===== config.mk =====
export PLATFORM = sky130hd
export DESIGN_NAME = dcache_port_arbiter
export DESIGN_NICKNAME = d
export VERILOG_FILES = /design/src/rtl/mem_pkg.sv /design/src/rtl/arb_prio_starve.sv /design/src/rtl/dcache_port_arbiter.sv
export SDC_FILE = /design/constraint.sdc
export NUM_CORES = 1
export LEC_CHECK = 0
export CAP_MARGIN = 10
export CORE_AREA = 5 5 136 138
export CTS_BUF_LIST = sky130_fd_sc_hd__clkbuf_16
export CTS_CLUSTER_SIZE = 16
export DETAILED_ROUTE_END_ITERATION = 7
export DIE_AREA = 0 0 141 143
export PLACE_DENSITY = 0.75
export SLEW_MARGIN = 20
export SYNTH_ARGS = -nofsm -noshare
export SYNTH_HDL_FRONTEND = slang
export SYNTH_SLANG_ARGS = --single-unit

===== constraint.sdc =====
create_clock -name clk -period 2.6 [get_ports clk]
set_clock_uncertainty 0.1 [all_clocks]
set_input_delay 0.52 -clock clk [delete_from_list [all_inputs] [get_ports clk]]
set_output_delay 0.52 -clock clk [all_outputs]
set_load 0.01 [all_outputs]

===== src/rtl/mem_pkg.sv =====
// rtl/mem_pkg.sv - shared types and constants for the data-cache port arbiter
package mem_pkg;

  typedef enum logic [1:0] {
    IDLE  = 2'd0,
    ISSUE = 2'd1,
    WAIT  = 2'd2,
    RESP  = 2'd3
  } state_t;

  localparam logic [2:0] FUNC3_B = 3'b000;
  localparam logic [2:0] FUNC3_H = 3'b001;
  localparam logic [2:0] FUNC3_W = 3'b010;

  localparam logic REQ_IF = 1'b0;
  localparam logic REQ_LS = 1'b1;

  // An LSU access is rejected when its size is unsupported or its address is
  // not naturally aligned to that size.
  function automatic logic is_misaligned(input logic [2:0] func3, input logic [1:0] addr_lo);
    logic bad;
    case (func3)
      FUNC3_B: bad = 1'b0;
      FUNC3_H: bad = addr_lo[0];
      FUNC3_W: bad = (addr_lo != 2'b00);
      default: bad = 1'b1;
    endcase
    return bad;
  endfunction

endpackage


===== src/rtl/arb_prio_starve.sv =====
// rtl/arb_prio_starve.sv - LSU-priority two-way pick with IF starvation guard
module arb_prio_starve
  import mem_pkg::*;
#(
  parameter int STARVE_LIMIT = 4
) (
  input  logic clk,
  input  logic reset,
  input  logic enable,
  input  logic if_valid,
  input  logic ls_valid,
  output logic if_grant,
  output logic ls_grant
);

  localparam int CW = $clog2(STARVE_LIMIT + 1);

  logic [CW-1:0] starve_cnt;
  logic          force_if;

  // LSU wins by default; IF wins once the LSU has been favoured STARVE_LIMIT times in a row.
  always_comb begin
    force_if = if_valid && (starve_cnt == CW'(STARVE_LIMIT));
    ls_grant = enable && ls_valid && !force_if;
    if_grant = enable && if_valid && !ls_grant;
  end

  // Count LSU grants that bypassed a waiting IF request; any other grant clears the count.
  always_ff @(posedge clk) begin
    if (!reset) begin
      starve_cnt <= '0;
    end else if (ls_grant) begin
      if (if_valid) begin
        if (starve_cnt != CW'(STARVE_LIMIT)) begin
          starve_cnt <= starve_cnt + CW'(1);
        end
      end else begin
        starve_cnt <= '0;
      end
    end else if (if_grant) begin
      starve_cnt <= '0;
    end
  end

endmodule


===== src/rtl/dcache_port_arbiter.sv =====
// rtl/dcache_port_arbiter.sv - shares the data-cache port between IF and LSU
module dcache_port_arbiter
  import mem_pkg::*;
#(
  parameter int STARVE_LIMIT = 4,
  parameter int TIMEOUT      = 20
) (
  input  logic        clk,
  input  logic        reset,
  input  logic        if_req_valid,
  input  logic [31:0] if_req_addr,
  output logic        if_req_ready,
  output logic        if_resp_valid,
  output logic [31:0] if_resp_rdata,
  output logic        if_resp_err,
  input  logic        ls_req_valid,
  input  logic [31:0] ls_req_addr,
  input  logic [31:0] ls_req_wdata,
  input  logic        ls_req_we,
  input  logic [2:0]  ls_req_func3,
  output logic        ls_req_ready,
  output logic        ls_resp_valid,
  output logic [31:0] ls_resp_rdata,
  output logic        ls_resp_err,
  output logic [31:0] c_addr,
  output logic [31:0] c_wdata,
  output logic        c_we,
  output logic [2:0]  c_func3,
  input  logic [31:0] c_rdata,
  input  logic        c_hit,
  input  logic        c_busy,
  output logic        err_sticky
);

  localparam int TW = $clog2(TIMEOUT + 1);

  state_t        state_q;
  state_t        state_d;
  logic          owner_q;
  logic [TW-1:0] wait_cnt_q;
  logic          arb_enable;
  logic          ls_mis;
  logic          op_done;
  logic          op_timeout;

  assign arb_enable = (state_q == IDLE) && reset;
  assign ls_mis     = is_misaligned(ls_req_func3, ls_req_addr[1:0]);
  assign op_done    = !c_busy && (c_we || c_hit);
  assign op_timeout = (wait_cnt_q == TW'(TIMEOUT - 1));

  arb_prio_starve #(
    .STARVE_LIMIT(STARVE_LIMIT)
  ) u_arb (
    .clk      (clk),
    .reset    (reset),
    .enable   (arb_enable),
    .if_valid (if_req_valid),
    .ls_valid (ls_req_valid),
    .if_grant (if_req_ready),
    .ls_grant (ls_req_ready)
  );

  // Next-state: misaligned LSU requests skip the cache and report straight away.
  always_comb begin
    state_d = state_q;
    case (state_q)
      IDLE: begin
        if (ls_req_ready && ls_mis) begin
          state_d = RESP;
        end else if (ls_req_ready || if_req_ready) begin
          state_d = ISSUE;
        end
      end
      ISSUE:   state_d = WAIT;
      WAIT: begin
        if (op_done || op_timeout) begin
          state_d = RESP;
        end
      end
      RESP:    state_d = IDLE;
      default: state_d = IDLE;
    endcase
  end

  // State, cache-side drive and registered response pulses.
  always_ff @(posedge clk) begin
    if (!reset) begin
      state_q       <= IDLE;
      owner_q       <= REQ_IF;
      wait_cnt_q    <= '0;
      c_addr        <= '0;
      c_wdata       <= '0;
      c_we          <= 1'b0;
      c_func3       <= FUNC3_W;
      if_resp_valid <= 1'b0;
      if_resp_rdata <= '0;
      if_resp_err   <= 1'b0;
      ls_resp_valid <= 1'b0;
      ls_resp_rdata <= '0;
      ls_resp_err   <= 1'b0;
      err_sticky    <= 1'b0;
    end else begin
      state_q       <= state_d;
      if_resp_valid <= 1'b0;
      if_resp_err   <= 1'b0;
      ls_resp_valid <= 1'b0;
      ls_resp_err   <= 1'b0;
      case (state_q)
        IDLE: begin
          if (ls_req_ready) begin
            owner_q <= REQ_LS;
            if (ls_mis) begin
              ls_resp_valid <= 1'b1;
              ls_resp_err   <= 1'b1;
              ls_resp_rdata <= '0;
            end else begin
              c_addr  <= ls_req_addr;
              c_wdata <= ls_req_wdata;
              c_we    <= ls_req_we;
              c_func3 <= ls_req_func3;
            end
          end else if (if_req_ready) begin
            owner_q <= REQ_IF;
            c_addr  <= if_req_addr;
            c_wdata <= '0;
            c_we    <= 1'b0;
            c_func3 <= FUNC3_W;
          end
        end
        ISSUE: begin
          wait_cnt_q <= '0;
        end
        WAIT: begin
          wait_cnt_q <= wait_cnt_q + TW'(1);
          if (op_done || op_timeout) begin
            c_we <= 1'b0;
            if (owner_q == REQ_LS) begin
              ls_resp_valid <= 1'b1;
              ls_resp_err   <= !op_done;
              ls_resp_rdata <= (op_done && !c_we) ? c_rdata : 32'd0;
            end else begin
              if_resp_valid <= 1'b1;
              if_resp_err   <= !op_done;
              if_resp_rdata <= op_done ? c_rdata : 32'd0;
            end
            if (!op_done) begin
              err_sticky <= 1'b1;
            end
          end
        end
        default: begin
          c_we <= 1'b0;
        end
      endcase
    end
  end

endmodule


# After elaboration in Yosys (flattened, before gate mapping)
# Cells that the tools add are included.
classes:
  n_div: 0
  addsub: 2
  bitwise: 6
  eq_ne: 17
  n_shift: 0
  multipliers: 0
  order_cmp: 0
  mux: 41
  n_reduce_logical: 33
op_table:
  columns: ["cell", "n"]
  rows:
  - ["two-way mux 32 bit", 12]
  - ["one-hot mux 32 bit (2 select lines)", 1]
  - ["two-way mux 3 bit", 7]
  - ["two-way mux 1 bit", 12]
  - ["AND reduction 3 bit", 4]
  - ["inequality test 2 bit, second input constant", 5]
  - ["one-hot mux 5 bit (2 select lines)", 1]
  - ["logical AND 1 bit", 9]
  - ["inequality test 3 bit, second input constant", 3]
  - ["one-hot mux 2 bit (4 select lines)", 1]
  - ["nonzero test 2 bit", 4]
  - ["two-way mux 2 bit", 3]
  - ["NOT 1 bit", 6]
  - ["one-hot mux 1 bit (3 select lines)", 2]
  - ["AND reduction 2 bit", 3]
  - ["adder 5 x 1 -> 5 bit, second input constant", 1]
  - ["equality test 5 bit, second input constant", 1]
  - ["zero test 1 bit", 5]
  - ["AND reduction 5 bit", 1]
  - ["equality test 2 bit, second input constant", 2]
  - ["one-hot mux 1 bit (2 select lines)", 2]
  - ["AND reduction 4 bit", 1]
  - ["OR reduction 4 bit", 1]
  - ["adder 3 x 1 -> 3 bit, second input constant", 1]
  - ["other kinds (9)", 11]
word_totals:
  regBits: 148
  n_memories: 0
  word_cells: 114
  out_inout_bits: 139
  romBits: 0
  inputBits: 138
  mem_bits_rw: 0
  latchBits: 0

# Longest topological paths before layout
logic_depth:
  word_depth: 10
  depth_mapped: 9
  ltp_nobuf: 7

# Hierarchy
# Synthesis repeated with hierarchy kept, for this count alone.
unflattened:
  cells_unflattened: 518
  area_unflattened_um2: 5590.4
by_module_without_submodules:
  columns: ["module", "area_per_inst_um2", "cells_per_inst", "instances"]
  rows:
  - ["dcache_port_arbiter", 5397.7, 494, 1]
  - ["arb_prio_starve", 192.7, 24, 1]

# Worst setup path before layout
# No wires, ideal clock.
synth_timing:
  path_kind: "input -> output"
  from: "input port if_req_valid"
  to: "output port if_req_ready"
  setup_slack_ns: 0.657
  path_buffers: 2
  t_arrival_ns: 1.323
  required_time_ns: 1.980
  stages: 4
  path_cell_list: "buf_4 nand3_2 a211oi_4 buf_2"
synth_between:
  elab_chain_len: 5
  word_cells_on_any_way: 6
  classes_between: "reduce/logical: 6"
synth_lines:
  columns: ["item", "line_no", "source"]
  rows:
  - ["start: declaration", "dcache_port_arbiter.sv:10", "input logic if_req_valid,"]
  - ["logical AND 1 bit", "arb_prio_starve.sv:23", "force_if = if_valid && (starve_cnt == CW'(STARVE_LIMIT));"]
  - ["zero test 1 bit", "arb_prio_starve.sv:24", "ls_grant = enable && ls_valid && !force_if;"]
  - ["logical AND 1 bit", "arb_prio_starve.sv:24", null]
  - ["zero test 1 bit", "arb_prio_starve.sv:25", "if_grant = enable && if_valid && !ls_grant;"]
  - ["logical AND 1 bit *", "arb_prio_starve.sv:25", null]
  - ["end: declaration", "dcache_port_arbiter.sv:12", "output logic if_req_ready,"]
# Mark *: on every way between the ends. The rest lies on a longest branch, timed or not.

# Final worst setup path
# Ends and elaborated chain as after synthesis.

==> impl_results.md <==
* Deepest clock path buffer count at 2
* Run status: finished clean
* Vias per Instance at 5.44
* Worst path arrival time at 1780 ps
* Synthesis-stage register bit count at 148
* Category of the critical setup timing path: input pin to output pin
* Inserted Diodes at 0
* Net total in the final layout at 1144
* Synthesized area at roughly 6800 um^2
* Count of buffers added by post-CTS timing repair for setup at 0
* Number of rows in the core area at 48
* Number of enable flip-flop cells after synthesis at 0
* Synth unique cells at 48
* Worst slew margin at 61.9%
* Most area-consuming cells after synthesis: dfxtp_1, mux2i_1, nand2_1
* Hold Crit Class: flop to flop
* Total power density per cell area at ~700 nW/um^2
* Pins Over Slew Limit at 0
* Cell accounting for the most synthesized area: dfxtp_1
* Worst hold margin at 359 ps
* Sequential element share of the synthesized area at 43.9%
* Maximum vdd drop at between 0.4 and 0.5 mV
* Number of clock sinks at between 100 and 150
* Lkg Pwr at 3.85 nW
* Final critical-path required period at 2400 ps
* Number of global-route vias before repair at 6680
* Flop-to-flop setup slack at around 220 ps
* Final HPWL from detailed placement at 15700 um
* Highest net fanout along the worst path at 2
* Routed wire length at 22500 um
* IO Count at 277
* Number of instances in the placed design at between 1000 and 1500
* Post-route antenna net violation count at 0
* Initial DRC Count at 260
* Routability-driven placement congestion ratio at roughly 0.83
* Cell with the most instances after synthesis: dfxtp_1
* Largest net degree at the start of global routing at 52
* Die height at 143 um
* Mapped Avg Cell Area at 9.04 um^2
* Maxcap violations at 0
* Setup repair after global routing missed its margin: false
* CTS resizes at 3
* Overall power after layout at around 0.0074 W
* Critical Path Source Type: input pin
* Initial Utilization at about two fifths
* Post-cts hold buffer count at 0
* Crit end category: output pin
* Fraction of final layout cells sized beyond drive strength 1 at 7.81%
* Clk slew on worst S/H paths at 60 ps
* Leftover overflow at the end of global routing at 0
* Worst Max-Slew Pin Slew at 571 ps
* Register cell area after layout at 2960 um^2
* Critical path data required time at 1980 ps
* Width of the die at 141 um
* Global-route wire length before repair at 35600 um
* DIE AREA at 20200 um^2
* Setup TNS Final at 0 ps
* Synth top cells by count: dfxtp_1, nand2_1, mux2i_1, nor2_1, nand3_1
* Placeable core region at 17100 um^2
* Number of failing setup endpoints in the final timing report at 0
* Number of buffers created by CTS at 17
* Syn Nets at 892
* FFs w/ async S/R, synth at 0%
* Buffers on Ports at ~280
* Yosys warning total at 0
* Aggregate global-route resource usage at 21.8%
* Initial DRT Pass Iterations at 4
* Max Clock Freq at 417 MHz
* Area overhead of the layout relative to synthesis at 52.8%
* Wire length per cell at 18.2 um
* Final period util at approximately 90%
* Count of fill cells added during filler insertion at around 1500
* Yosys top cell area share at 43.9%
* Footprint of the multi-input gates at between 3000 and 4000 um^2
* CTS HTree Levels at 4
* Number of antenna violations at the first check in global routing at 0
* Synth Flop Type: dfxtp_1
* Root Buffer Master: clkbuf_16
* DRC violation count after routing at 0
* CTS tree: yes
* Post-Synthesis Cells at 747
* Via count of the routed design at 6729
* Insertion delay of the later-clocked pin in the worst-skew pair at 410 ps
* Layout Cells excl Fill at 1237
* Final-report hold violation count at 0
-- registers in the layout, summed over array words and instances, names as in the netlist --
register	cells
c_wdata	32
u_arb.starve_cnt	3
err_sticky	1
if_resp_err	1
c_func3	3
if_resp_rdata	32
ls_resp_rdata	32
c_addr	32
c_we	1
owner_q	1
if_resp_valid	1
ls_resp_err	1
state_q	2
wait_cnt_q	5
ls_resp_valid	1
-- critical path: stages --
cell	delay (ps)
clkdlybuf4s50_1	510
nand3_2	130
a211oi_4	290
dlygate4sd2_1	320
-- routing by layer --
| metal | GRT usage, % | wire, um |
|---|---|---|
| met1 | 27.1 | 9410 |
| met3 | 9.98 | 2570 |
| met2 | 33.9 | 10200 |
| met4 | 6.53 | 320 |
| met5 | 0 | 0 |
-- cells in the final DEF (no fill, tap or decap), drive strengths merged, types with 2 or more instances in the layout --
cell           Yosys  layout
a211oi            35      35
clkinv             1       9
nor2b              2       2
and3               2       2
a21oi              9       9
bufinv             0       2
nand4              3       3
o21bai             2       2
mux2i             65      65
clkinvlp           0       4
dfxtp            148     148
ha                 7       7
a22oi             32      32
a32oi              2       2
o21ai              5       5
nand2            112     112
nor2              43      43
nand3             38      38
xor2               3       3
dlygate4sd2        0       2
inv                9      10
nor3               4       4
a31oi             35      35
nand2b             2       2
o2111ai           33      33
clkbuf            31      17
o211ai            36      36
buf               46      35
clkdlybuf4s50      0     273
and2              33      33
-- area by class of cell --
class,instances,area share [%]
Timing Repair Buffer,310,30.0
Sequential cell,148,28.7
Multi-Input combinational cell,512,32.7
Tap cell,225,2.73
Inverter,10,0.364
Clock buffer,17,4.12
Clock inverter,15,1.38
-- where the power goes --
part	switching, W	leakage, nW	internal (W)
logic	0.00127	2.38	0.00115
registers	0.000142	1.20	0.00252
clock network	0.000964	0.271	0.00140
-- through the flow --
step / util [%] / area, um^2 / setup WS [ps]
floorplan: - / 6750 / 657
global placement: 57.2 / 9750 / -47.1
detailed placement: 57.2 / 9750 / -73.7
CTS: 60.5 / 10300 / 174
global route: 60.5 / 10300 / 34.1
finish: 60.5 / 10300 / 201
-- final timing paths --
| path | cells after the start | startpoint | to |
|---|---|---|---|
| setup / recovery | 4 | if_req_valid | if_req_ready |
| hold / removal | 2 | ls_resp_rdata[15] | ls_resp_rdata[15] |
| setup reg to reg | 7 | state_q[0] | c_we |
| hold reg to reg | 2 | ls_resp_rdata[15] | ls_resp_rdata[15] |
-- cells by family (layout without fill, tap and decap cells) --
| logic type | Yosys count | count (layout) | share of synthesized area, % |
|---|---|---|---|
| buffers and inverters | 87 | 352 | 6.58 |
| XOR/XNOR | 3 | 3 | 0.389 |
| AND/OR/NAND/NOR | 243 | 243 | 16.3 |
| AO/OA/AOI/OAI | 194 | 194 | 21.9 |
| flip-flops | 148 | 148 | 43.9 |
| adder cells (fa/ha/maj) | 7 | 7 | 1.30 |
| multiplexers | 65 | 65 | 9.63 |
Power figures use the tool's default switching activity.
